## config.mk

```make
export PLATFORM = sky130hd
export DESIGN_NAME = franken_mc_control
export DESIGN_NICKNAME = d
export VERILOG_FILES = /design/src/rtl/franken_pkg.sv /design/src/rtl/franken_op_decode.sv /design/src/rtl/franken_mc_control.sv
export SDC_FILE = /design/constraint.sdc
export NUM_CORES = 1
export LEC_CHECK = 0
export BUFFER_PORTS_ARGS = -buffer_cell sky130_fd_sc_hd__buf_2
export CAP_MARGIN = 25
export CORE_MARGIN = 3
export CORE_UTILIZATION = 50
export CTS_CLUSTER_SIZE = 12
export DETAILED_ROUTE_END_ITERATION = 12
export PLACE_DENSITY = 0.83
export SYNTH_ARGS = -nofsm -noshare
export SYNTH_HDL_FRONTEND = slang
export SYNTH_SLANG_ARGS = --single-unit
```

## constraint.sdc

```tcl
create_clock -name clk -period 2.1 [get_ports clk]
set_clock_uncertainty 0.15 [all_clocks]
set_input_delay 0.21 -clock clk [delete_from_list [all_inputs] [get_ports clk]]
set_output_delay 0.21 -clock clk [all_outputs]
set_load 0.005 [all_outputs]
```

## src/rtl/franken_pkg.sv

```systemverilog
// franken_pkg: shared encodings for the franken multicycle control unit
package franken_pkg;

   typedef enum logic [3:0] {
      S_FETCH   = 4'd0,
      S_DECODE  = 4'd1,
      S_MEMADR  = 4'd2,
      S_MEMRD   = 4'd3,
      S_MEMWB   = 4'd4,
      S_MEMWR   = 4'd5,
      S_RTYPEEX = 4'd6,
      S_ITYPEEX = 4'd7,
      S_JEX     = 4'd8,
      S_ALUWB   = 4'd9,
      S_BEQX    = 4'd10,
      S_JALREX  = 4'd11,
      S_JALRWB  = 4'd12,
      S_UEX     = 4'd13,
      S_TRAP    = 4'd15
   } state_t;

   localparam logic [6:0] OP_LOAD   = 7'b0000011;
   localparam logic [6:0] OP_STORE  = 7'b0100011;
   localparam logic [6:0] OP_RTYPE  = 7'b0110011;
   localparam logic [6:0] OP_ITYPE  = 7'b0010011;
   localparam logic [6:0] OP_JAL    = 7'b1101111;
   localparam logic [6:0] OP_JALR   = 7'b1100111;
   localparam logic [6:0] OP_BRANCH = 7'b1100011;
   localparam logic [6:0] OP_LUI    = 7'b0110111;
   localparam logic [6:0] OP_AUIPC  = 7'b0010111;

   localparam logic [1:0] A_PC    = 2'b00;
   localparam logic [1:0] A_OLDPC = 2'b01;
   localparam logic [1:0] A_RS1   = 2'b10;
   localparam logic [1:0] A_ZERO  = 2'b11;

   localparam logic [1:0] B_RS2  = 2'b00;
   localparam logic [1:0] B_IMM  = 2'b01;
   localparam logic [1:0] B_FOUR = 2'b10;

   localparam logic [1:0] ALU_ADD   = 2'b00;
   localparam logic [1:0] ALU_SUB   = 2'b01;
   localparam logic [1:0] ALU_FUNCT = 2'b10;

   localparam logic [1:0] RES_ALUOUT = 2'b00;
   localparam logic [1:0] RES_MEM    = 2'b01;
   localparam logic [1:0] RES_ALU    = 2'b10;

   // one-hot instruction class; illegal is set when no other class matches
   typedef struct packed {
      logic load;
      logic store;
      logic rtype;
      logic itype;
      logic jal;
      logic jalr;
      logic branch;
      logic lui;
      logic auipc;
      logic illegal;
   } iclass_t;

endpackage

```

## src/rtl/franken_op_decode.sv

```systemverilog
// franken_op_decode: opcode to one-hot instruction class
module franken_op_decode
   import franken_pkg::*;
(
   input  logic [6:0] opcode,
   output iclass_t    cls
);

   assign cls.load    = (opcode == OP_LOAD);
   assign cls.store   = (opcode == OP_STORE);
   assign cls.rtype   = (opcode == OP_RTYPE);
   assign cls.itype   = (opcode == OP_ITYPE);
   assign cls.jal     = (opcode == OP_JAL);
   assign cls.jalr    = (opcode == OP_JALR);
   assign cls.branch  = (opcode == OP_BRANCH);
   assign cls.lui     = (opcode == OP_LUI);
   assign cls.auipc   = (opcode == OP_AUIPC);
   assign cls.illegal = ~(cls.load | cls.store | cls.rtype | cls.itype | cls.jal |
                          cls.jalr | cls.branch | cls.lui | cls.auipc);

endmodule

```

## src/rtl/franken_mc_control.sv

```systemverilog
// franken_mc_control: multicycle RV32I control FSM with request/ready memory handshake.
// Defining FRANKEN_CTRL_TIMEOUT_EN adds a bus-stall watchdog that traps after TIMEOUT_CYCLES waits.
module franken_mc_control
   import franken_pkg::*;
#(
   parameter int TIMEOUT_CYCLES = 16,
   parameter int CNT_W = $clog2(TIMEOUT_CYCLES + 1)
) (
   input  logic       clk,
   input  logic       reset,
   input  logic [6:0] opcode,
   input  logic       mem_ready,
   input  logic       branch_taken,
   output logic       mem_req,
   output logic       mem_we,
   output logic       adr_src,
   output logic       ir_write,
   output logic       pc_write,
   output logic       reg_write,
   output logic [1:0] alu_src_a,
   output logic [1:0] alu_src_b,
   output logic [1:0] alu_op,
   output logic [1:0] result_src,
   output logic       instr_done,
   output logic       illegal,
   output logic       timeout,
   output logic [3:0] state
);

   if (TIMEOUT_CYCLES < 1 || CNT_W < 1) begin : g_bad_param
      $error("franken_mc_control: TIMEOUT_CYCLES must be at least 1");
   end

   state_t  cur;
   state_t  nxt;
   iclass_t cls;
   logic    req;
   logic    we;
   logic    irw;
   logic    pcw;
   logic    rw;
   logic    done;
   logic    waiting;
   logic    to_hit;

   franken_op_decode u_dec (
      .opcode (opcode),
      .cls    (cls)
   );

   // a wait cycle is any memory-access state whose request is not completed this cycle
   assign waiting = (cur == S_FETCH || cur == S_MEMRD || cur == S_MEMWR) && !mem_ready;

`ifdef FRANKEN_CTRL_TIMEOUT_EN
   logic [CNT_W-1:0] cnt;

   // trap on the TIMEOUT_CYCLES-th consecutive wait; mem_ready wins since waiting is then low
   assign to_hit = waiting && (cnt == CNT_W'(TIMEOUT_CYCLES - 1));

   // consecutive wait counter, cleared whenever the FSM moves
   always_ff @(posedge clk or negedge reset) begin
      if (!reset)
         cnt <= '0;
      else if (nxt != cur)
         cnt <= '0;
      else if (waiting)
         cnt <= cnt + CNT_W'(1);
   end

   // sticky timeout cause
   always_ff @(posedge clk or negedge reset) begin
      if (!reset)
         timeout <= 1'b0;
      else if (to_hit)
         timeout <= 1'b1;
   end
`else
   assign to_hit  = 1'b0;
   assign timeout = 1'b0;
`endif

   // state register
   always_ff @(posedge clk or negedge reset) begin
      if (!reset)
         cur <= S_FETCH;
      else
         cur <= nxt;
   end

   // sticky illegal-opcode cause, latched as DECODE hands off to TRAP
   always_ff @(posedge clk or negedge reset) begin
      if (!reset)
         illegal <= 1'b0;
      else if (cur == S_DECODE && cls.illegal)
         illegal <= 1'b1;
   end

   // next state and per-state datapath controls
   always_comb begin
      nxt        = cur;
      req        = 1'b0;
      we         = 1'b0;
      adr_src    = 1'b0;
      irw        = 1'b0;
      pcw        = 1'b0;
      rw         = 1'b0;
      done       = 1'b0;
      alu_src_a  = A_PC;
      alu_src_b  = B_RS2;
      alu_op     = ALU_ADD;
      result_src = RES_ALUOUT;
      case (cur)
         S_FETCH: begin
            req       = 1'b1;
            alu_src_b = B_FOUR;
            if (mem_ready) begin
               irw        = 1'b1;
               pcw        = 1'b1;
               result_src = RES_ALU;
               nxt        = S_DECODE;
            end else if (to_hit) begin
               nxt = S_TRAP;
            end
         end
         S_DECODE: begin
            alu_src_a = A_OLDPC;
            alu_src_b = B_IMM;
            nxt = (cls.load | cls.store) ? S_MEMADR :
                  cls.rtype              ? S_RTYPEEX :
                  cls.itype              ? S_ITYPEEX :
                  cls.jal                ? S_JEX :
                  cls.jalr               ? S_JALREX :
                  cls.branch             ? S_BEQX :
                  (cls.lui | cls.auipc)  ? S_UEX : S_TRAP;
         end
         S_MEMADR: begin
            alu_src_a = A_RS1;
            alu_src_b = B_IMM;
            nxt       = cls.store ? S_MEMWR : S_MEMRD;
         end
         S_MEMRD: begin
            req     = 1'b1;
            adr_src = 1'b1;
            nxt     = mem_ready ? S_MEMWB : to_hit ? S_TRAP : S_MEMRD;
         end
         S_MEMWB: begin
            rw         = 1'b1;
            result_src = RES_MEM;
            done       = 1'b1;
            nxt        = S_FETCH;
         end
         S_MEMWR: begin
            req     = 1'b1;
            we      = 1'b1;
            adr_src = 1'b1;
            done    = mem_ready;
            nxt     = mem_ready ? S_FETCH : to_hit ? S_TRAP : S_MEMWR;
         end
         S_RTYPEEX: begin
            alu_src_a = A_RS1;
            alu_src_b = B_RS2;
            alu_op    = ALU_FUNCT;
            nxt       = S_ALUWB;
         end
         S_ITYPEEX: begin
            alu_src_a = A_RS1;
            alu_src_b = B_IMM;
            alu_op    = ALU_FUNCT;
            nxt       = S_ALUWB;
         end
         S_UEX: begin
            alu_src_a = cls.lui ? A_ZERO : A_OLDPC;
            alu_src_b = B_IMM;
            nxt       = S_ALUWB;
         end
         S_JEX: begin
            alu_src_a  = A_OLDPC;
            alu_src_b  = B_FOUR;
            pcw        = 1'b1;
            result_src = RES_ALUOUT;
            nxt        = S_ALUWB;
         end
         S_JALREX: begin
            alu_src_a  = A_RS1;
            alu_src_b  = B_IMM;
            pcw        = 1'b1;
            result_src = RES_ALU;
            nxt        = S_JALRWB;
         end
         S_JALRWB: begin
            alu_src_a  = A_OLDPC;
            alu_src_b  = B_FOUR;
            rw         = 1'b1;
            result_src = RES_ALU;
            done       = 1'b1;
            nxt        = S_FETCH;
         end
         S_ALUWB: begin
            rw   = 1'b1;
            done = 1'b1;
            nxt  = S_FETCH;
         end
         S_BEQX: begin
            alu_src_a = A_RS1;
            alu_src_b = B_RS2;
            alu_op    = ALU_SUB;
            pcw       = branch_taken;
            done      = 1'b1;
            nxt       = S_FETCH;
         end
         default: nxt = S_TRAP;
      endcase
   end

   // strobes are gated by reset so an in-flight access is dropped immediately
   assign mem_req    = reset & req;
   assign mem_we     = reset & we;
   assign ir_write   = reset & irw;
   assign pc_write   = reset & pcw;
   assign reg_write  = reset & rw;
   assign instr_done = reset & done;
   assign state      = cur;

endmodule

```

==> results.cfg, run 1 <==
[status]
outcome = finished clean

[synth]
synthCells = 103
yosysTopAreaCellShare_pct = 16.84
ys_seq_area_share_pct = 16.84
synth_cell_types = 40
synth_edf_count = 0
ys_seq_elements = 5
synth_top_flop_cell = dfrtp_1
post-synth-top-count-cell = a21oi_1
yosysTopAreaCell = dfrtp_1
syn_avg_cell_area_um2 = 7.216
ys_top_cells_by_area = dfrtp_1, a21oi_1, buf_4
synthTopCellsByCount = a21oi_1, nor2_1, nand2_1
synth_area_um2 = 743.2
synth_nets = 114
yosys_warnings = 0
async_flop_share_pct = 100.0

[clock_tree]
cts_htree_levels = 1
numCtsBuffers = 3
cts_setup_buffers = 0
cts_tree = built
root_buffer = clkbuf_4
clkTransAtPathRegs_ps = 50
clkSinkCount = 5
clk_latency_ps = 250
cts.path.max_buffers = 2

[placement]
place.gp.congestion = 0.8480
dpl-instance-area_um2 = 860.8
dpl.hpwl_mm = 1.427
io_buffers = 30

[worst_setup_path]
worstSetupStartpointType = register
crit_required_ps = 1740
path_class = reg2out
rrSetupSlack_ps = 470
reg2reg_from = state[1]
crit_arrival_ps = 1640
r2r_end = state[2]
worst_r2r_path_depth = 4
worst_setup_path_end_kind = output pin
crit_path_max_fanout = 16

[drt]
drtAntennaViolNets = 0
vias = 869
drt_first_pass_iters = 4
drc = 0
wirelength_mm = 1.902
vias_per_cell = 5.952
detail_route.wl_per_cell_um = 13.03
drtIter0Drc = 29

[sta]
fin_crit_ps = 2005
rsz0062_at_grt = no
hold_viol_final = 0
drv_slew = 0
finalCritPeriodShare_pct = 95.46
tns_ps = 0
fmaxAchievable_ghz = 0.4988
setup_viol_count_final = 0

[layout]
multiInputGateArea_um2 = 544.3
nNetsFinal = 143
diodes = 0
final_area_um2 = 898.4
syn2layout_area_growth_pct = 20.88
fillers = 119
drive_above_1_share_pct = 32.82
register_area_um2 = 126.4

[global_routing]
antenna_found_initial = 0
grt_pass1_wl_mm = 2.946
grt.total_usage_pct = 19.45
grt_pass1_vias = 691
grt_overflow = 0
grt_max_degree = 21

[worst_hold_path]
holdPathStages = 3
holdPathEnd = state[2]
holdCritPathClass = in2reg
min_from = opcode[5]

[power_and_ir_drop]
p_comb_share_pct = 68.3
sequentialPowerShare_pct = 22.4
vdd_ir_drop_max_mv = 0.8184
p_switching_uw = 615.3
power.density_nw_per_um2 = 1365
p_clk_share_pct = 9.4
p_sw_share_pct = 50.18
p_int_uw = 610.9
power.leakage_uw = 0.0004119

[floorplanning]
die_w_um = 44.56
start_util_pct = 55.05
fp-row-count = 13
dieHeight_um = 44.56
io_pins = 32
die-area_um2 = 1985
core_area_um2 = 1350

[flow_run]
cap_violations = 0
[how the worst max path moves through the flow]
stage	start	to	slack [ps]	depth (start not counted)
global placement	state[2]	alu_src_a[1]	410	4
global route	state[1]	mem_req	40	4
detailed placement	state[2]	mem_req	330	4
CTS	state[2]	mem_req	50	4
finish	state[1]	mem_req	100	4
floorplan	state[2]	state[2]	650	5
[timing repair]
action,CTS,global route
resized for setup,0,1
endpoints found under the hold margin,5,0
setup endpoints to repair,0,2
hold buffers,1,0
[registers in the layout, summed over array words and instances, names as in the netlist]
name,count
illegal,1
state,4
[power groups by stage]
stage / Combinational, µW / Clock [µW] / Sequential, µW
after floorplan: 698 / 0 / 171
after CTS: 835 / 115 / 267
final: 837 / 115 / 274
after global placement: 817 / 0 / 264
after global routing: 926 / 123 / 283
after detailed placement: 830 / 0 / 268
[through the flow]
step / hold WS (ps) / setup slack [ps] / total power (µW) / cells / utilization (%)
2_1_floorplan: -235.6 / 645.8 / 868.5 / 103 / -
3_3_place_gp: -88.01 / 408.2 / 1081 / 141 / 63.76
3_5_place_dp: -84.02 / 326.3 / 1097 / 141 / 63.76
4_1_cts: 125.2 / 54.81 / 1217 / 146 / 66.45
5_1_grt: 145.0 / 39.66 / 1332 / 146 / 66.54
6_report: 129.1 / 95.26 / 1226 / 146 / 66.54
[kinds of logic (layout without fill, tap and decap cells)]
logic type             after synthesis  count (layout)  share of synthesized area (%)
XOR/XNOR                             4               4                          4.715
buffers and inverters               12              40                          9.933
other                                1               1                         0.5046
flip-flops                           5               5                          16.84
AO/OA/AOI/OAI                       30              30                          27.61
multiplexers                         1               1                          1.515
AND/OR/NAND/NOR                     50              50                          38.89
[placed cells by master (no fill, tap or decap), types with 3 or more instances in the layout]
master	n
a21oi_1	9
and3_1	4
buf_2	30
clkbuf_4	3
dfrtp_1	4
inv_1	4
nand2_1	7
nand2b_1	5
nand3_1	4
nor2_1	8
nor2b_1	6
nor3_1	3
o21ai_0	3
o21ai_1	4
xnor2_1	3
[worst max-delay path: stages (launching register included)]
cell     delay [ps]
dfrtp_1         640
xor2_1          310
a21oi_1         110
nor3b_1         200
buf_2           150
[layout make-up]
class | count | share of cell area [%]
Tap cell | 15 | 2.089
Clock buffer | 4 | 2.925
Multi-Input combinational cell | 86 | 60.58
Inverter | 4 | 1.671
Sequential cell | 5 | 14.07
Timing Repair Buffer | 32 | 18.66
[layer usage]
metal / share of wire [%] / routed length, µm / global-route usage [%] / vias to the layer above
li1: - / - / - / 426
met1: 41 / 778 / 25.06 / 389
met2: 48 / 913 / 31.81 / 52
met3: 11 / 202 / 2.439 / 2
met4: 0.42 / 8 / 9.036 / 0
met5: 0 / 0 / 0 / -
Note: power is estimated with default switching activity, not from simulation.
==> run 2, diff against run 1 <==
- ABC_AREA: not set -> 1
- CORE_UTILIZATION: 50 -> 48
==> run 2 against run 1 <==
  * Combinational power decreased by 97%
  * Critical path depth increased by 4
  * Via count decreased by 4.4%
  * Final cell count increased by 16%
  * Highest routed layer unchanged
  * Synthesized cell count increased by 17%
  * Total power decreased by 81%
  * Clock power about the same
  * Core utilization increased by 4.8 points
  * Sequential share of layout area increased by 0.53 points
  * Non-clock buffer count decreased by 1
  * Global-route usage decreased by 0.14 points
==> results.cfg, run 2 <==
[status]
outcome = finished clean

[placement]
io_buffers = 30
dpl.hpwl_mm = 1.487
pre_cts_slack_ps = 416.9
dpl-instance-area_um2 = 820.8
place.gp.congestion = 0.8198

[layout]
final_cell_mix = buf_2, nand2_1, nor2_1, inv_1, nand3_1
largest_reg_flops = 4
final_area_um2 = 857.1
diodes = 0
fillers = 115
layout_commonest_cell = buf_2
syn2layout_area_growth_pct = 29.73
nNetsFinal = 167
drive_above_1_share_pct = 34.19
fin_util_pct = 71.35

[clock_tree]
clkTransAtPathRegs_ps = 40
clk_latency_ps = 240
root_buffer = clkbuf_4
clkSinkCount = 5
cts.path.max_buffers = 2
cts_setup_buffers = 0
cts_htree_levels = 1
cts_tree = built
cts-resized-gates = 0
ctsHoldBuffers = 1
numCtsBuffers = 3

[floorplanning]
die-area_um2 = 1858
dieHeight_um = 43.10
io_pins = 32
die_w_um = 43.10
start_util_pct = 55.00
fp-row-count = 12
core_area_um2 = 1201

[global_routing]
antenna_found_initial = 0
grt_pass1_vias = 688
grt_pass1_wl_mm = 2.822
grt_max_degree = 9
grt.total_usage_pct = 19.31
grt_overflow = 0

[sta]
tns_ps = 0
finalCritPeriodShare_pct = 92.52
fin_crit_ps = 1943
hold_viol_final = 0
fmaxAchievable_ghz = 0.5147
setup_viol_count_final = 0
drv_slew = 0
rsz0062_at_grt = no
setup_ws_ps = 157.1

[worst_setup_path]
worstSetupStartpointType = register
reg2reg_from = state[3]
crit_arrival_ps = 1580
critPathLaunch = state[1]
crit_required_ps = 1740
crit_path_max_fanout = 8
worst_setup_path_end_kind = output pin
path_class = reg2out

[drt]
drt_first_pass_iters = 4
drtAntennaViolNets = 0
drtIter0Drc = 25
drc = 0
detail_route.wl_per_cell_um = 10.25
vias = 831
wirelength_mm = 1.732
vias_per_cell = 4.917

[synth]
ys_top_cells_by_area = dfrtp_1, nand2_1, nor2_1
async_flop_share_pct = 100.0
synthCells = 121
synth_top_flop_cell = dfrtp_1
synthXorXnorAreaFrac_pct = 0
synthAdderAreaFrac_pct = 0
synth_cell_types = 23
yosys.area_share.simple_pct = 53.79
synthTopCellsByCount = nand2_1, nor2_1, inv_1
yosys_warnings = 0
syn_avg_cell_area_um2 = 5.460
synth_top_family_by_area = simple AND/OR/NAND/NOR gates
synthMuxAreaShare_pct = 0
synth_compound_area_share_pct = 12.50
synth_edf_count = 0
synth_nets = 132
ys_seq_area_share_pct = 18.94
ys_seq_elements = 5
yosysTopAreaCell = dfrtp_1
yosysTopAreaCellShare_pct = 18.94
post-synth-top-count-cell = nand2_1
synth_area_um2 = 660.6

[power_and_ir_drop]
power.leakage_uw = 0.0005321
fin_total_pwr_uw = 238.1
power.density_nw_per_um2 = 277.8
vdd_ir_drop_max_mv = 0.3369

[worst_hold_path]
holdCritPathClass = in2reg
min_from = mem_ready

[flow_run]
cap_violations = 0
==> run 2: cell types whose count changed after synthesis, sizes merged, moves of 3 or more <==
| cell | change |
|---|---|
| nand3 | +7 |
| a21oi | -6 |
| nor2 | +22 |
| buf | -7 |
| and3 | -4 |
| nor3 | -3 |
| nand2 | +25 |
| nand2b | -6 |
| inv | +17 |
| xnor2 | -3 |
| nor2b | -6 |
==> run 2: final cells by class <==
cell class              instances  area (µm²)  share of cell area (%)
flip-flops and latches          5       125.1                   14.60
well taps                      14       17.52                   2.044
inverters                      23       86.33                   10.07
multi-input cells              92       441.7                   51.53
repair buffers                 31       160.2                   18.69
clock buffers                   4       26.28                   3.066
==> run 2: report_power, final <==
part | switching [µW] | internal [µW]
Clock | 40.5 | 71.9
Sequential | 0 | 96.7
Combinational | 17.8 | 11.2
==> run 2: worst max-delay path: stages, from the launching register on <==
cell and delay (ps):
dfrtp_1 480, nor2_2 250, inv_2 100, nor2_1 140, inv_1 80, o21ai_2 70, o21ai_1 70, inv_1 50
buf_2 100
==> run 2: per-layer routing <==
metal,GRT usage (%),up-vias,part of all wire (%)
li1,-,444,-
met2,32.45,24,48
met3,1.271,2,5.4
met4,6.627,0,1.1
met1,25.63,361,45
met5,0,-,0
==> run 2: through the flow <==
stage                     hold slack, ps  instances
after floorplan                   -235.6        121
after global placement            -102.1        164
after detailed placement          -102.2        164
after CTS                          136.7        169
after global routing               157.8        169
final                              154.2        169
==> run 2: final timing paths <==
check	slack, ps	endpoint	cells after the start
max	160	mem_req	8
min	150	state[0]	3
max reg2reg	510	state[0]	8
min reg2reg	310	illegal	1
max in group asynchronous	1460	illegal	2
min in group asynchronous	180	state[2]	2
==> run 2: cell families (layout without fill, tap and decap cells) <==
family,count (synthesis),in the layout
flops,5,5
other cells,1,1
simple gates,77,77
buf+inv,24,58
compound gates,14,14
